## config.mk

```make
export PLATFORM = sky130hd
export DESIGN_NAME = write_buffer
export DESIGN_NICKNAME = d
export VERILOG_FILES = /design/src/rtl/write_buffer.sv
export SDC_FILE = /design/constraint.sdc
export NUM_CORES = 1
export LEC_CHECK = 0
export CAP_MARGIN = 20
export CORE_MARGIN = 10
export CORE_UTILIZATION = 32
export CTS_BUF_LIST = sky130_fd_sc_hd__clkbuf_4
export CTS_CLUSTER_SIZE = 10
export DETAILED_ROUTE_END_ITERATION = 10
export GPL_TIMING_DRIVEN = 0
export SLEW_MARGIN = 20
export SYNTH_ARGS = -nofsm -noshare
export SYNTH_HDL_FRONTEND = slang
export SYNTH_SLANG_ARGS = --single-unit
```

## constraint.sdc

```tcl
create_clock -name clk -period 2.9 [get_ports clk]
set_input_delay 0.87 -clock clk [delete_from_list [all_inputs] [get_ports clk]]
set_output_delay 0.87 -clock clk [all_outputs]
set_load 0.01 [all_outputs]
```

## src/rtl/write_buffer.sv

```systemverilog
// Posted-write FIFO between the cache RAM-side port and external RAM.
// Writes are acked at once and drained in the background; reads bypass queued writes unless they hit one.
module write_buffer #(
   parameter int ADDRESS_WIDTH = 16,
   parameter int DEPTH         = 4
) (
   input  logic                     clk,
   input  logic                     rst,
   input  logic [ADDRESS_WIDTH-1:0] up_address,
   input  logic                     up_rd,
   input  logic                     up_wr,
   input  logic [3:0]               up_byte_enable,
   input  logic [31:0]              up_data_wr,
   output logic [31:0]              up_data_rd,
   output logic                     up_ready,
   output logic [ADDRESS_WIDTH-1:0] mem_address,
   output logic                     mem_rd,
   output logic                     mem_wr,
   output logic [3:0]               mem_byte_enable,
   output logic [31:0]              mem_data_wr,
   input  logic [31:0]              mem_data_rd,
   input  logic                     mem_ready,
   output logic                     buffer_empty
);

   localparam int WW = ADDRESS_WIDTH - 2;
   localparam int PW = $clog2(DEPTH);
   localparam int CW = PW + 1;

   typedef enum logic [1:0] {M_IDLE, M_WRITE, M_READ} m_state_t;

   m_state_t                 state, state_next;
   logic [WW-1:0]            q_addr [DEPTH];
   logic [31:0]              q_data [DEPTH];
   logic [3:0]               q_be   [DEPTH];
   logic [DEPTH-1:0]         q_valid;
   logic [PW-1:0]            wr_ptr, rd_ptr;
   logic [CW-1:0]            count, count_next;
   logic [ADDRESS_WIDTH-1:0] rd_address;
   logic                     enq, pop, read_done, hazard, start_read;

   assign enq       = up_wr & ~up_ready & (count < CW'(DEPTH));
   assign pop       = (state == M_WRITE) & mem_ready;
   assign read_done = (state == M_READ) & mem_ready;

   // A read is a hazard if its word matches any still-queued write.
   always_comb begin
      hazard = 1'b0;
      for (int i = 0; i < DEPTH; i++)
         if (q_valid[i] && q_addr[i] == up_address[ADDRESS_WIDTH-1:2])
            hazard = 1'b1;
   end

   always_comb begin
      count_next = count;
      if (enq && !pop)
         count_next = count + 1'b1;
      else if (pop && !enq)
         count_next = count - 1'b1;
   end

   // NOTE: the entry storage has no reset; q_valid and count alone say which entries are live.
   always_ff @(posedge clk) begin
      if (enq) begin
         q_addr[wr_ptr] <= up_address[ADDRESS_WIDTH-1:2];
         q_data[wr_ptr] <= up_data_wr;
         q_be[wr_ptr]   <= up_byte_enable;
      end
   end

   always_ff @(posedge clk or posedge rst) begin
      if (rst) begin
         q_valid      <= '0;
         wr_ptr       <= '0;
         rd_ptr       <= '0;
         count        <= '0;
         buffer_empty <= 1'b1;
      end else begin
         if (pop) begin
            q_valid[rd_ptr] <= 1'b0;
            rd_ptr          <= rd_ptr + 1'b1;
         end
         if (enq) begin
            q_valid[wr_ptr] <= 1'b1;
            wr_ptr          <= wr_ptr + 1'b1;
         end
         count        <= count_next;
         buffer_empty <= (count_next == '0);
      end
   end

   always_ff @(posedge clk or posedge rst) begin
      if (rst)
         state <= M_IDLE;
      else
         state <= state_next;
   end

   // NOTE: every output of this block gets a default first so no path can infer a latch.
   always_comb begin
      state_next      = state;
      start_read      = 1'b0;
      mem_rd          = 1'b0;
      mem_wr          = 1'b0;
      mem_address     = '0;
      mem_byte_enable = '0;
      mem_data_wr     = '0;
      case (state)
         M_IDLE: begin
            if (up_rd && !up_ready && !hazard) begin
               start_read = 1'b1;
               state_next = M_READ;
            end else if (count != '0) begin
               state_next = M_WRITE;
            end
         end
         M_WRITE: begin
            mem_wr          = 1'b1;
            mem_address     = {q_addr[rd_ptr], 2'b00};
            mem_byte_enable = q_be[rd_ptr];
            mem_data_wr     = q_data[rd_ptr];
            if (mem_ready) state_next = M_IDLE;
         end
         M_READ: begin
            mem_rd          = 1'b1;
            mem_address     = rd_address;
            mem_byte_enable = 4'hF;
            if (mem_ready) state_next = M_IDLE;
         end
         default: state_next = M_IDLE;
      endcase
   end

   // Returning to M_IDLE after every transaction keeps a stale mem_ready from being seen as a completion.
   always_ff @(posedge clk or posedge rst) begin
      if (rst) begin
         up_ready   <= 1'b0;
         up_data_rd <= '0;
         rd_address <= '0;
      end else begin
         up_ready <= enq | read_done;
         if (read_done)  up_data_rd <= mem_data_rd;
         if (start_read) rd_address <= up_address;
      end
   end

endmodule

```

**Word level (Yosys, flattened, before mapping)**

Memory sizes are Yosys's and may differ from the RTL's.
Index checks and enable logic that the tools add are counted.

- Bits in registers: 63
- RAM bits: 200
- Input port bits: 89
- Output and inout port bits: 88
- Logic and storage cells: 82
- Memories: 3

Memories:

| name | depth | bits a word | rd ports | clocked after Yosys merged registers in | wr ports | RTL line | RTL |
|---|---|---|---|---|---|---|---|
| q_data | 4 | 32 | 1 | 0 | 1 | 34 | `logic [31:0] q_data [DEPTH];` |
| q_addr | 4 | 14 | 5 | 0 | 1 | 33 | `logic [WW-1:0] q_addr [DEPTH];` |
| q_be | 4 | 4 | 1 | 0 | 1 | 35 | `logic [3:0] q_be [DEPTH];` |

- Add/sub/neg operators: 4
- $lt $le $gt $ge: 5
- Equality and inequality tests: 8
- Muxes and demuxes: 25
- Bitwise gates (word level): 9
- Reductions and logical operators: 19

Operators with widths:

| cell | count |
|---|---|
| 14-bit == test | 4 |
| 32-bit two-way mux | 1 |
| 16-bit one-hot mux with 2 select lines | 1 |
| 1-bit two-way mux | 12 |
| 1-bit logical AND | 10 |
| 4-bit two-way mux | 2 |
| 4-bit one-hot mux with 2 select lines | 1 |
| 2-bit by 3-bit < comparator with 1-bit output (second input constant) | 2 |
| 2-bit two-way mux | 3 |
| 3-bit two-way mux | 2 |
| 2-bit by 1-bit adder with 2-bit output (second input constant) | 2 |
| 1-bit bitwise AND | 4 |
| 4-bit bitwise AND | 1 |
| 1-bit demux with 2-bit select | 2 |
| 2-bit by 1-bit >= comparator with 1-bit output (second input constant) | 2 |
| 1-bit zero test | 4 |
| 4-bit NOT | 1 |
| 4-bit OR | 1 |
| 2-bit one-hot mux with 2 select lines | 1 |
| 3-bit by 1-bit adder with 3-bit output (second input constant) | 1 |
| 3-bit zero test | 1 |
| 3-bit < comparator (second input constant) | 1 |
| 3-bit inequality test (second input constant) | 1 |
| 3-bit nonzero test | 1 |
| 9 further kinds | 9 |

**Longest topological paths before layout**

Gate-level depths: netlist (run 1).

- Depth after elaboration: 10
- Gate-level depth with buffers: 9
- Depth with buffers taken out: 8

**Least setup slack after synthesis (run 1)**

Ideal clock, no wire load.

- Kind: input to register
- Start: input up_wr
- End: memory q_addr[0][0] in the netlist's numbering, enable pin
- Library setup time: 0.414 ns
- Arrival time: 2.545 ns
- Data required time: 2.486 ns
- Slack: -0.058 ns
- Stages: 2
- Path buffers: 0
- Cell sequence: nor3b_2 and2_1

- Word-level cells in the longest chain between the ends: 4

Ends and longest elaborated chain:

| what | RTL line | RTL |
|---|---|---|
| start, declared | 11 | `input logic up_wr,` |
| 1-bit bitwise AND (2 in a row) | 42 | `assign enq = up_wr & ~up_ready & (count < CW'(DEPTH));` |
| 1-bit two-way mux | 64 | `if (enq) begin` |
| 1-bit two-way mux (implied by the code) | 65 | `q_addr[wr_ptr] <= up_address[ADDRESS_WIDTH-1:2];` |
| end, declared | 33 |  |

Every way passes these cells.

**Worst setup path after layout (run 1)**

- Start: register rd_ptr[0]
- End: output mem_address[13]

- Word-level cells in the longest chain between the ends: 2

Ends and longest elaborated chain:

| what | RTL line | RTL |
|---|---|---|
| start, declared | 37 | `logic [PW-1:0] wr_ptr, rd_ptr;` |
| start signal, assigned | 81 | `rd_ptr <= rd_ptr + 1'b1;` |
| memory 4 x 14 bit | -- |  |
| 16-bit one-hot mux with 2 select lines | 108 | `case (state)` |
| end, declared | 16 | `output logic [ADDRESS_WIDTH-1:0] mem_address,` |

Every way passes these cells.

==> flow_summary.yaml, run 1 <==
yosys:
  ys_seq_elements: 263
  ys.flop_type: "edfxtp_1"
  synth_cell_types: 36
  yosys_warnings: 0
  synthTopCellsByCount: "200 x edfxtp_1, 62 x dfrtp_1, 61 x xnor2_1"
  synthArstFlopShare_pct: 24.0
  syn_nets: 724
  post-synth-top-count-cell: "edfxtp_1"
  synth_area_per_cell_sq_um: 17.9
  synth.area.top_cells: "edfxtp_1 54%, dfrtp_1 14%, mux4_2 10%"
  synth-seq-area-share_pct: 68.1
  syn_area_sq_um: 11100
  netlist_instances: 621
  synth_edf_count: 200
  synth_top_cell_by_area: "edfxtp_1"
  yosys.area.top_type_share_pct: 53.9
floorplanning:
  core-area_sq_um: 34500
  fp-row-count: 68
  die_area_sq_um: 42700
  die_width_um: 207
  initial_core_util_pct: 32.3
  die_h_um: 207
  ios: 177
routing:
  drc: 0
  routed_via_density: 4.57
  avgRoutedWirePerCell_um: 20.0
  vias: 6490
  ant_nets: 0
  finalWirelength_um: 28500
  first_pass_iters: 4
  drtIter0Drc: 242
critical_path:
  cp_max_fo: 5
  critPathBufInv: 6
  required_ns: 2.03
  cp_slowest_cell: "mux4_2"
  arrival_ns: 2.45
  max_stage_delay_ns: 0.42
  critPathTopFamily: "buffers and inverters"
  worstPathCellList: "buf_6 > buf_12 > buf_16 > buf_6 > buf_6 > mux4_2 > a22oi_2 > nor2b_1 > buf_2"
  startpoint_type: "flop"
  crit_type: "flop to output port"
  cp-end-kind: "output port"
  path_common_cell: "buf_6"
power:
  power_density_nw_per_um2: 961
  p_leak_uw: 0.00559
  max-vdd-ir-drop_v: 0.000441
cts:
  path_clk_slew_ns: 0.06
  cts_tree: "yes"
  cts_buffers: 75
  cts_root_buffer: "clkbuf_4"
  clockBufferDepth: 3
  cts_max_level: 3
  cts.sinks: 263
  insertion_delay_ns: 0.72
grt:
  grt_max_degree: 49
  grt_antenna_before_repair: 3
  grt.total_usage_pct: 13.3
  grt_pass1_vias: 7119
  grt_pass1_wl_um: 42800
  grt_overflow_total: 0
timing:
  fin_skew_ns: 0.0576
  min_period_ns: 3.32
  slew_violations: 0
  setup_viol: 51
  rsz0062_at_grt: "yes"
  slew_headroom_pct: 58.4
  fmax_mhz: 301
  hold_viol_final: 0
  finalWorstSetupSlack_ns: -0.423
  period_share_pct: 115
  tightestPinTransition_ns: 0.622
placement:
  place.detailed.hpwl_um: 18400
  dp_cells: 1257
  dpl-instance-area_sq_um: 13600
  io_buffers: 176
  place_congestion: 0.773
cells_and_area:
  fin_cells: 1420
  syn_to_final_growth_pct: 36.2
  final_core_util_pct: 44.1
  fin_area_sq_um: 15200
  post_route_cells_drive_above_1_share_pct: 41.7
  num-nets-final: 1010
hold_path:
  hold_class: "primary input to async pin"
flow_run:
  max-cap-violations: 0
status:
  violations: "negative setup slack"
  outcome: "finished with violations"
-- metrics by stage --
step | total power [uW] | TNS (ns) | hold slack, ns | worst slack (ns)
after floorplan | 8100 | 0 | 0.449 | 0.266
after global placement | 10300 | -255.83 | 0.469 | -0.955
after detailed placement | 10400 | -52.72 | 0.470 | -0.678
after CTS | 14700 | -19.62 | 0.434 | -0.520
after global routing | 15500 | -22.50 | 0.430 | -0.534
final | 14600 | -15.57 | 0.481 | -0.423
-- sequential cells by signal, summed over array words and instances, names as in the netlist --
signal,flops
up_ready,1
q_data,128
q_addr,56
buffer_empty,1
rd_address,16
count,3
q_be,16
state,2
wr_ptr,2
rd_ptr,2
up_data_rd,32
q_valid,4
-- repair_timing --
item	in CTS	in global routing
hold buffers	0	0
endpoints found under the setup margin	53	53
gates cloned	3	0
gates resized for setup	335	21
pin swaps	11	6
setup buffers	22	5
-- cells by family after synthesis --
family	share of synthesized area [%]
compound gates	2.06
xor+xnor	4.80
fa+ha+maj	1.57
buf+inv	2.77
flops	68.1
mux	15.3
simple gates	5.45
-- path summary, 6_finish.rpt --
| kind | from | endpoint | slack [ns] | cells past startpoint |
|---|---|---|---|---|
| min in group clk | q_valid[3] | q_valid[3] | 0.48 | 1 |
| max in group asynchronous | rst | buffer_empty | 1.85 | 3 |
| worst min register to register | q_valid[3] | q_valid[3] | 0.48 | 1 |
| worst max-delay path | rd_ptr[0] | mem_address[13] | -0.42 | 9 |
| worst min-delay path | rst | up_data_rd[9] | 0.48 | 2 |
| worst max register to register | q_addr[2][6] | rd_address[0] | 0.51 | 7 |
-- final cells by class --
class | count | area, sq um
multi-input cells | 306 | 3420
repair buffers | 210 | 2210
diodes | 2 | 5.00
fillers | 3147 | 19300
flip-flops and latches | 263 | 7580
clock inverters | 24 | 110
inverters | 11 | 43.8
well taps | 455 | 569
clock buffers | 109 | 818
plain buffers | 40 | 415
-- metal layers --
layer	vias up	track usage, %	wire [um]
li1	2984	-	-
met1	3221	16.4	11900
met2	225	20.9	13200
met3	56	5.02	2710
met4	4	5.06	609
met5	-	0	29
-- cells in the final DEF (no fill, tap or decap), types with 10 or more instances in the layout --
cell type | synthesis | routed
mux4_2 | 50 | 50
buf_2 | 6 | 20
and2_4 | 0 | 31
nor2b_1 | 19 | 15
buf_4 | 6 | 15
mux2_2 | 38 | 38
clkdlybuf4s50_1 | 0 | 122
buf_12 | 1 | 12
xnor2_1 | 61 | 61
buf_6 | 9 | 50
dfrtp_1 | 62 | 61
a22oi_2 | 0 | 14
inv_1 | 11 | 10
edfxtp_1 | 200 | 200
nand2_1 | 11 | 11
ha_1 | 14 | 13
clkinv_1 | 0 | 12
nand4_1 | 14 | 14
clkbuf_4 | 0 | 113
mux2_4 | 10 | 10
-- report_power, final --
part / total (uW) / internal [uW] / leakage [uW] / switching, uW
sequential: 5270 / 4890 / 0.00256 / 372
clock: 3340 / 1740 / 0.000565 / 1600
combinational: 5990 / 3420 / 0.00247 / 2570
total: 14600 / 10000 / 0.00559 / 4540
Note: power is estimated with default switching activity, not from simulation.
==> run 2, diff against run 1 <==
==> constraint.sdc (replaced) <==
create_clock -name clk -period 2.9 [get_ports clk]
set_input_delay 0.29 -clock clk [delete_from_list [all_inputs] [get_ports clk]]
set_output_delay 0.29 -clock clk [all_outputs]
set_load 0.01 [all_outputs]
==> run 2 against run 1 <==
The flow now finishes without violations. Sequential cell count unchanged. Worst setup slack better by 0.59 ns. Die area unchanged. Clock power up 3%. Sequential share of layout area up 1.4 points. Cell count down 1.6%. Count of clock-buffer cells in the layout up 6. Fmax up 21%. Via count down 0.62%. Worst hold slack worse by 0.25 ns. Sequential power about the same. Critical endpoint is now mem_data_wr[4]. Largest cell class unchanged.
==> flow_summary.yaml, run 2 (synthesis results as in run 1) <==
power:
  pwr-share-comb_pct: 36.9
  p_clk_share_pct: 24.9
  p_leak_uw: 0.00538
  power_switching_uw: 4240
  intPower_uw: 9550
  power_density_nw_per_um2: 933
  p_sw_share_pct: 30.8
  max-vdd-ir-drop_v: 0.000404
  seqPwrFrac_pct: 38.2
timing:
  fmax_mhz: 366
  min_period_ns: 2.74
  slew_headroom_pct: 53.8
  rsz0062_at_grt: "yes"
  slew_violations: 0
  period_share_pct: 94.3
  hold_viol_final: 0
  tightestPinTransition_ns: 0.690
  setup_viol: 0
  fin_skew_ns: 0.0757
cells_and_area:
  final_common_cell: "edfxtp_1"
  fillCellCount: 3151
  seq_area_sq_um: 7580
  regMostFlops: "q_data"
  fin_cells: 1397
  reg_top3: "q_data x128, q_addr x56, up_data_rd x32"
  num-nets-final: 987
  multi_input_comb_area_sq_um: 3300
  layout_common_cells: "200 x edfxtp_1, 126 x clkdlybuf4s50_1, 117 x clkbuf_4"
  fin_area_sq_um: 14800
  largest_register_ffs: 128
  post_route_cells_drive_above_1_share_pct: 31.6
  syn_to_final_growth_pct: 32.6
routing:
  vias: 6450
  avgRoutedWirePerCell_um: 19.9
  drc: 0
  finalWirelength_um: 27800
  first_pass_iters: 4
  routed_via_density: 4.62
  ant_nets: 0
  drtIter0Drc: 298
critical_path:
  required_ns: 2.61
  crit_type: "flop to output port"
  cp-end-kind: "output port"
  regToRegSetupSlack_ns: 0.47
  startpoint_type: "flop"
  arrival_ns: 2.45
  reg2regPathDepth: 7
  cp_max_fo: 8
grt:
  grt_overflow_total: 0
  grt_max_degree: 49
  grt_pass1_wl_um: 42100
  grt_pass1_vias: 7087
  grt.total_usage_pct: 13.1
  grt_antenna_before_repair: 6
status:
  outcome: "finished, final reports clean"
cts:
  path_clk_slew_ns: 0.06
  cts_max_level: 3
  cts.sinks: 263
  insertion_delay_ns: 0.73
  cts_root_buffer: "clkbuf_4"
  cts_buffers: 74
  cts_tree: "yes"
  clockBufferDepth: 3
floorplanning:
  fp-row-count: 68
  core-area_sq_um: 34500
  initial_core_util_pct: 32.3
  die_width_um: 207
  ios: 177
  die_area_sq_um: 42700
  die_h_um: 207
flow_run:
  max-cap-violations: 0
placement:
  place.detailed.hpwl_um: 18600
  dp_cells: 1257
  dpl-instance-area_sq_um: 13600
  place_congestion: 0.770
  io_buffers: 176
hold_path:
  hold_depth: 1
  hold_class: "primary input to flop"
-- run 2: final timing paths --
check                             startpoint              to
setup / recovery                   rd_ptr[0]  mem_data_wr[4]
hold / removal             up_byte_enable[3]      q_be[0][3]
setup reg to reg                q_addr[2][6]   rd_address[0]
hold reg to reg                   q_valid[3]      q_valid[3]
max in group asynchronous                rst    buffer_empty
min in group asynchronous                rst  rd_address[14]
-- run 2: final cells by class --
cell class	count	share of cell area [%]
flip-flops and latches	263	51.3
clock inverters	17	0.711
multi-input cells	306	22.3
well taps	455	3.85
diodes	2	0.0339
inverters	11	0.296
clock buffers	115	5.84
repair buffers	188	12.8
plain buffers	40	2.76
-- run 2: through the flow --
stage | TNS (ns) | power (uW) | hold WS [ns] | setup WS, ns | util, %
2_1_floorplan | 0 | 8100 | 0.389 | 0.327 | -
3_5_place_dp | -0.382 | 10400 | 0.479 | -0.0580 | 39.5
6_report | 0 | 13800 | 0.231 | 0.164 | 42.9
4_1_cts | -0.0499 | 14000 | 0.151 | -0.0362 | 42.8
3_3_place_gp | -297.56 | 10300 | 0.477 | -1.41 | 39.1
5_1_grt | -0.00740 | 14700 | 0.164 | -0.00738 | 42.9
-- run 2: what timing repair did --
item,in CTS,in global routing
resized for setup,115,39
setup endpoints to repair,52,33
hold endpoints to repair,15,0
hold buffers,1,0
setup buffers,5,1
pin swaps,0,3
-- run 2: power by group through the flow --
stage	clock network, uW	logic (uW)	registers (uW)
final	3440	5090	5260
after global routing	3770	5560	5350
after CTS	3580	5190	5270
after detailed placement	0	5070	5320
after global placement	0	4960	5330
after floorplan	0	2740	5360
-- run 2: per-layer routing --
metal	vias up	GRT usage [%]	share of wire [%]
met4	8	4.85	2.4
met1	3209	15.9	42
li1	2948	-	-
met3	63	5.49	9.6
met2	222	20.5	46
met5	-	0	0.19
-- run 2: critical path, stage by stage (launching register included) --
cell           delay [ns]
dfrtp_1              0.40
buf_6                0.15
buf_12               0.14
buf_12               0.15
mux4_2               0.49
and2_1               0.17
dlygate4sd2_1        0.28
==> run 3, diff against run 2 <==
--- a/config.mk
+++ b/config.mk
@@ -5,9 +5,8 @@
 export SDC_FILE = /design/constraint.sdc
 export NUM_CORES = 1
 export LEC_CHECK = 0
-export CAP_MARGIN = 20
 export CORE_MARGIN = 10
-export CORE_UTILIZATION = 32
+export CORE_UTILIZATION = 40
 export CTS_BUF_LIST = sky130_fd_sc_hd__clkbuf_4
 export CTS_CLUSTER_SIZE = 10
 export DETAILED_ROUTE_END_ITERATION = 10
==> run 3 against run 2 <==
Worst setup slack got worse by 0.022 ns. Clock power decreased by 3%. Count of clock-buffer cells in the layout decreased by 3. Fmax decreased by 0.80%. Worst hold slack improved by 0.018 ns. Design area decreased by 1.1%. Register-to-register slack got worse by 0.06 ns. Combinational power decreased by 2%. Sequential share of layout area increased by 0.58 points.
==> flow_summary.yaml, run 3 (synthesis results as in run 1) <==
hold_path:
  hold_depth: 2
  hold_path_end: "up_data_rd[0]"
  hold_class: "primary input to flop"
  min_from: "mem_data_rd[0]"
cts:
  insertion_delay_ns: 0.66
  cts_tree: "yes"
  cts.sinks: 263
  cts_buffers: 73
  cts_root_buffer: "clkbuf_4"
  cts_max_level: 3
  path_clk_slew_ns: 0.07
  clockBufferDepth: 3
floorplanning:
  die_h_um: 187
  initial_core_util_pct: 40.3
  ios: 177
  fp-row-count: 61
  die_width_um: 187
  core-area_sq_um: 27600
  die_area_sq_um: 34900
cells_and_area:
  syn_to_final_growth_pct: 31.1
  regMostFlops: "q_data"
  num-nets-final: 986
  final_common_cell: "edfxtp_1"
  layout_common_cells: "200 x edfxtp_1, 126 x clkdlybuf4s50_1, 114 x clkbuf_4"
  largest_register_ffs: 128
  reg_top3: "q_data x128, q_addr x56, up_data_rd x32"
  post_route_cells_drive_above_1_share_pct: 29.5
power:
  pwr-share-comb_pct: 36.8
  power_switching_uw: 4160
  p_sw_share_pct: 30.6
  seqPwrFrac_pct: 38.6
  power_density_nw_per_um2: 932
  p_leak_uw: 0.00542
  max-vdd-ir-drop_v: 0.000410
  p_clk_share_pct: 24.6
  intPower_uw: 9450
grt:
  grt_antenna_before_repair: 2
  grt_overflow_total: 0
  grt_max_degree: 54
  grt_pass1_vias: 7274
  grt_pass1_wl_um: 41900
  grt.total_usage_pct: 15.4
timing:
  period_share_pct: 95.1
  hold_viol_final: 0
  slew_violations: 0
  fin_skew_ns: 0.0420
  setup_viol: 0
  tightestPinTransition_ns: 0.627
  fmax_mhz: 363
  rsz0062_at_grt: "no"
  slew_headroom_pct: 58.0
  min_period_ns: 2.76
  hold_ws_ns: 0.248
  finalWorstSetupSlack_ns: 0.142
critical_path:
  reg2regPathDepth: 7
  regToRegSetupSlack_ns: 0.41
  cp_max_fo: 5
  timing.rr.end: "rd_address[1]"
  cp-end-kind: "output port"
  startpoint_type: "flop"
  crit_type: "flop to output port"
  required_ns: 2.61
  arrival_ns: 2.47
  worst_r2r_startpoint: "q_addr[2][6]"
status:
  outcome: "finished, final reports clean"
routing:
  routed_via_density: 4.87
  avgRoutedWirePerCell_um: 20.6
  drtIter0Drc: 316
  first_pass_iters: 4
  drc: 0
  ant_nets: 0
  finalWirelength_um: 27000
  vias: 6403
placement:
  place.detailed.hpwl_um: 18100
  dp_slack_ns: -0.0399
  io_buffers: 176
  place_congestion: 0.783
flow_run:
  max-cap-violations: 0
-- run 3: cell count changes in the layout (fill, tap and decap cells not counted), moves of 3 or more --
cell,change
clkbuf_4,-3
buf_12,+3
clkdlybuf4s15_1,-17
a22oi_2,-7
a22oi_1,+7
dlygate4sd2_1,+26
clkbuf_2,-5
-- run 3: critical path, cell delays in order (launching register included) --
cell           delay (ns)
dfrtp_1              0.38
buf_6                0.15
buf_12               0.14
buf_12               0.13
mux4_2               0.49
a22oi_1              0.15
nor2b_1              0.08
dlygate4sd2_1        0.29
-- run 3: area by class of cell --
class	count	area (sq um)
clock inverters	15	98.8
fillers	2297	13000
plain buffers	40	393
inverters	11	43.8
flip-flops and latches	263	7580
diodes	2	5.00
well taps	378	473
clock buffers	112	841
repair buffers	188	1910
multi-input cells	306	3260
-- run 3: how the worst max path moves through the flow --
stage                        startpoint              end  slack [ns]  cells past startpoint
after global routing          rd_ptr[0]  mem_address[10]        0.01                      7
after global placement            up_wr     q_data[2][4]       -1.22                      3
after CTS                     rd_ptr[0]  mem_address[15]        0.04                      7
final                         rd_ptr[0]  mem_address[10]        0.14                      7
after floorplan                up_ready     q_addr[0][0]        0.33                      2
after detailed placement  up_address[8]    rd_address[8]       -0.04                      9
-- run 3: through the flow --
| stage | total power [uW] | util (%) | TNS [ns] | area [sq um] | std cells |
|---|---|---|---|---|---|
| after floorplan | 8100 | - | 0 | 11100 | 621 |
| after global placement | 10200 | 48.4 | -256.22 | 13400 | 1175 |
| after detailed placement | 10300 | 48.9 | -0.349 | 13500 | 1180 |
| after CTS | 13900 | 52.8 | 0 | 14600 | 1310 |
| after global routing | 14500 | 52.9 | 0 | 14600 | 1314 |
| final | 13600 | 52.9 | 0 | 14600 | 1315 |
-- run 3: metal layers --
layer | track usage (%) | wire [um]
met1 | 19.3 | 11600
met2 | 24.0 | 12500
met3 | 5.48 | 2450
met4 | 5.80 | 457
met5 | 0 | 0
-- run 3: power by group through the flow --
stage / combinational, uW / sequential [uW] / clock (uW)
finish: 5010 / 5260 / 3350
global route: 5440 / 5340 / 3690
CTS: 5100 / 5270 / 3480
detailed placement: 5020 / 5320 / 0
global placement: 4890 / 5310 / 0
floorplan: 2740 / 5360 / 0
-- run 3: repair_timing --
item / 4_1_cts / 5_1_grt
setup endpoints to repair: 52 / 4
pin swaps: 0 / 0
endpoints found under the hold margin: 10 / 0
buffers inserted: 3 / 3
hold buffers: 1 / 0
gates resized for setup: 95 / 3
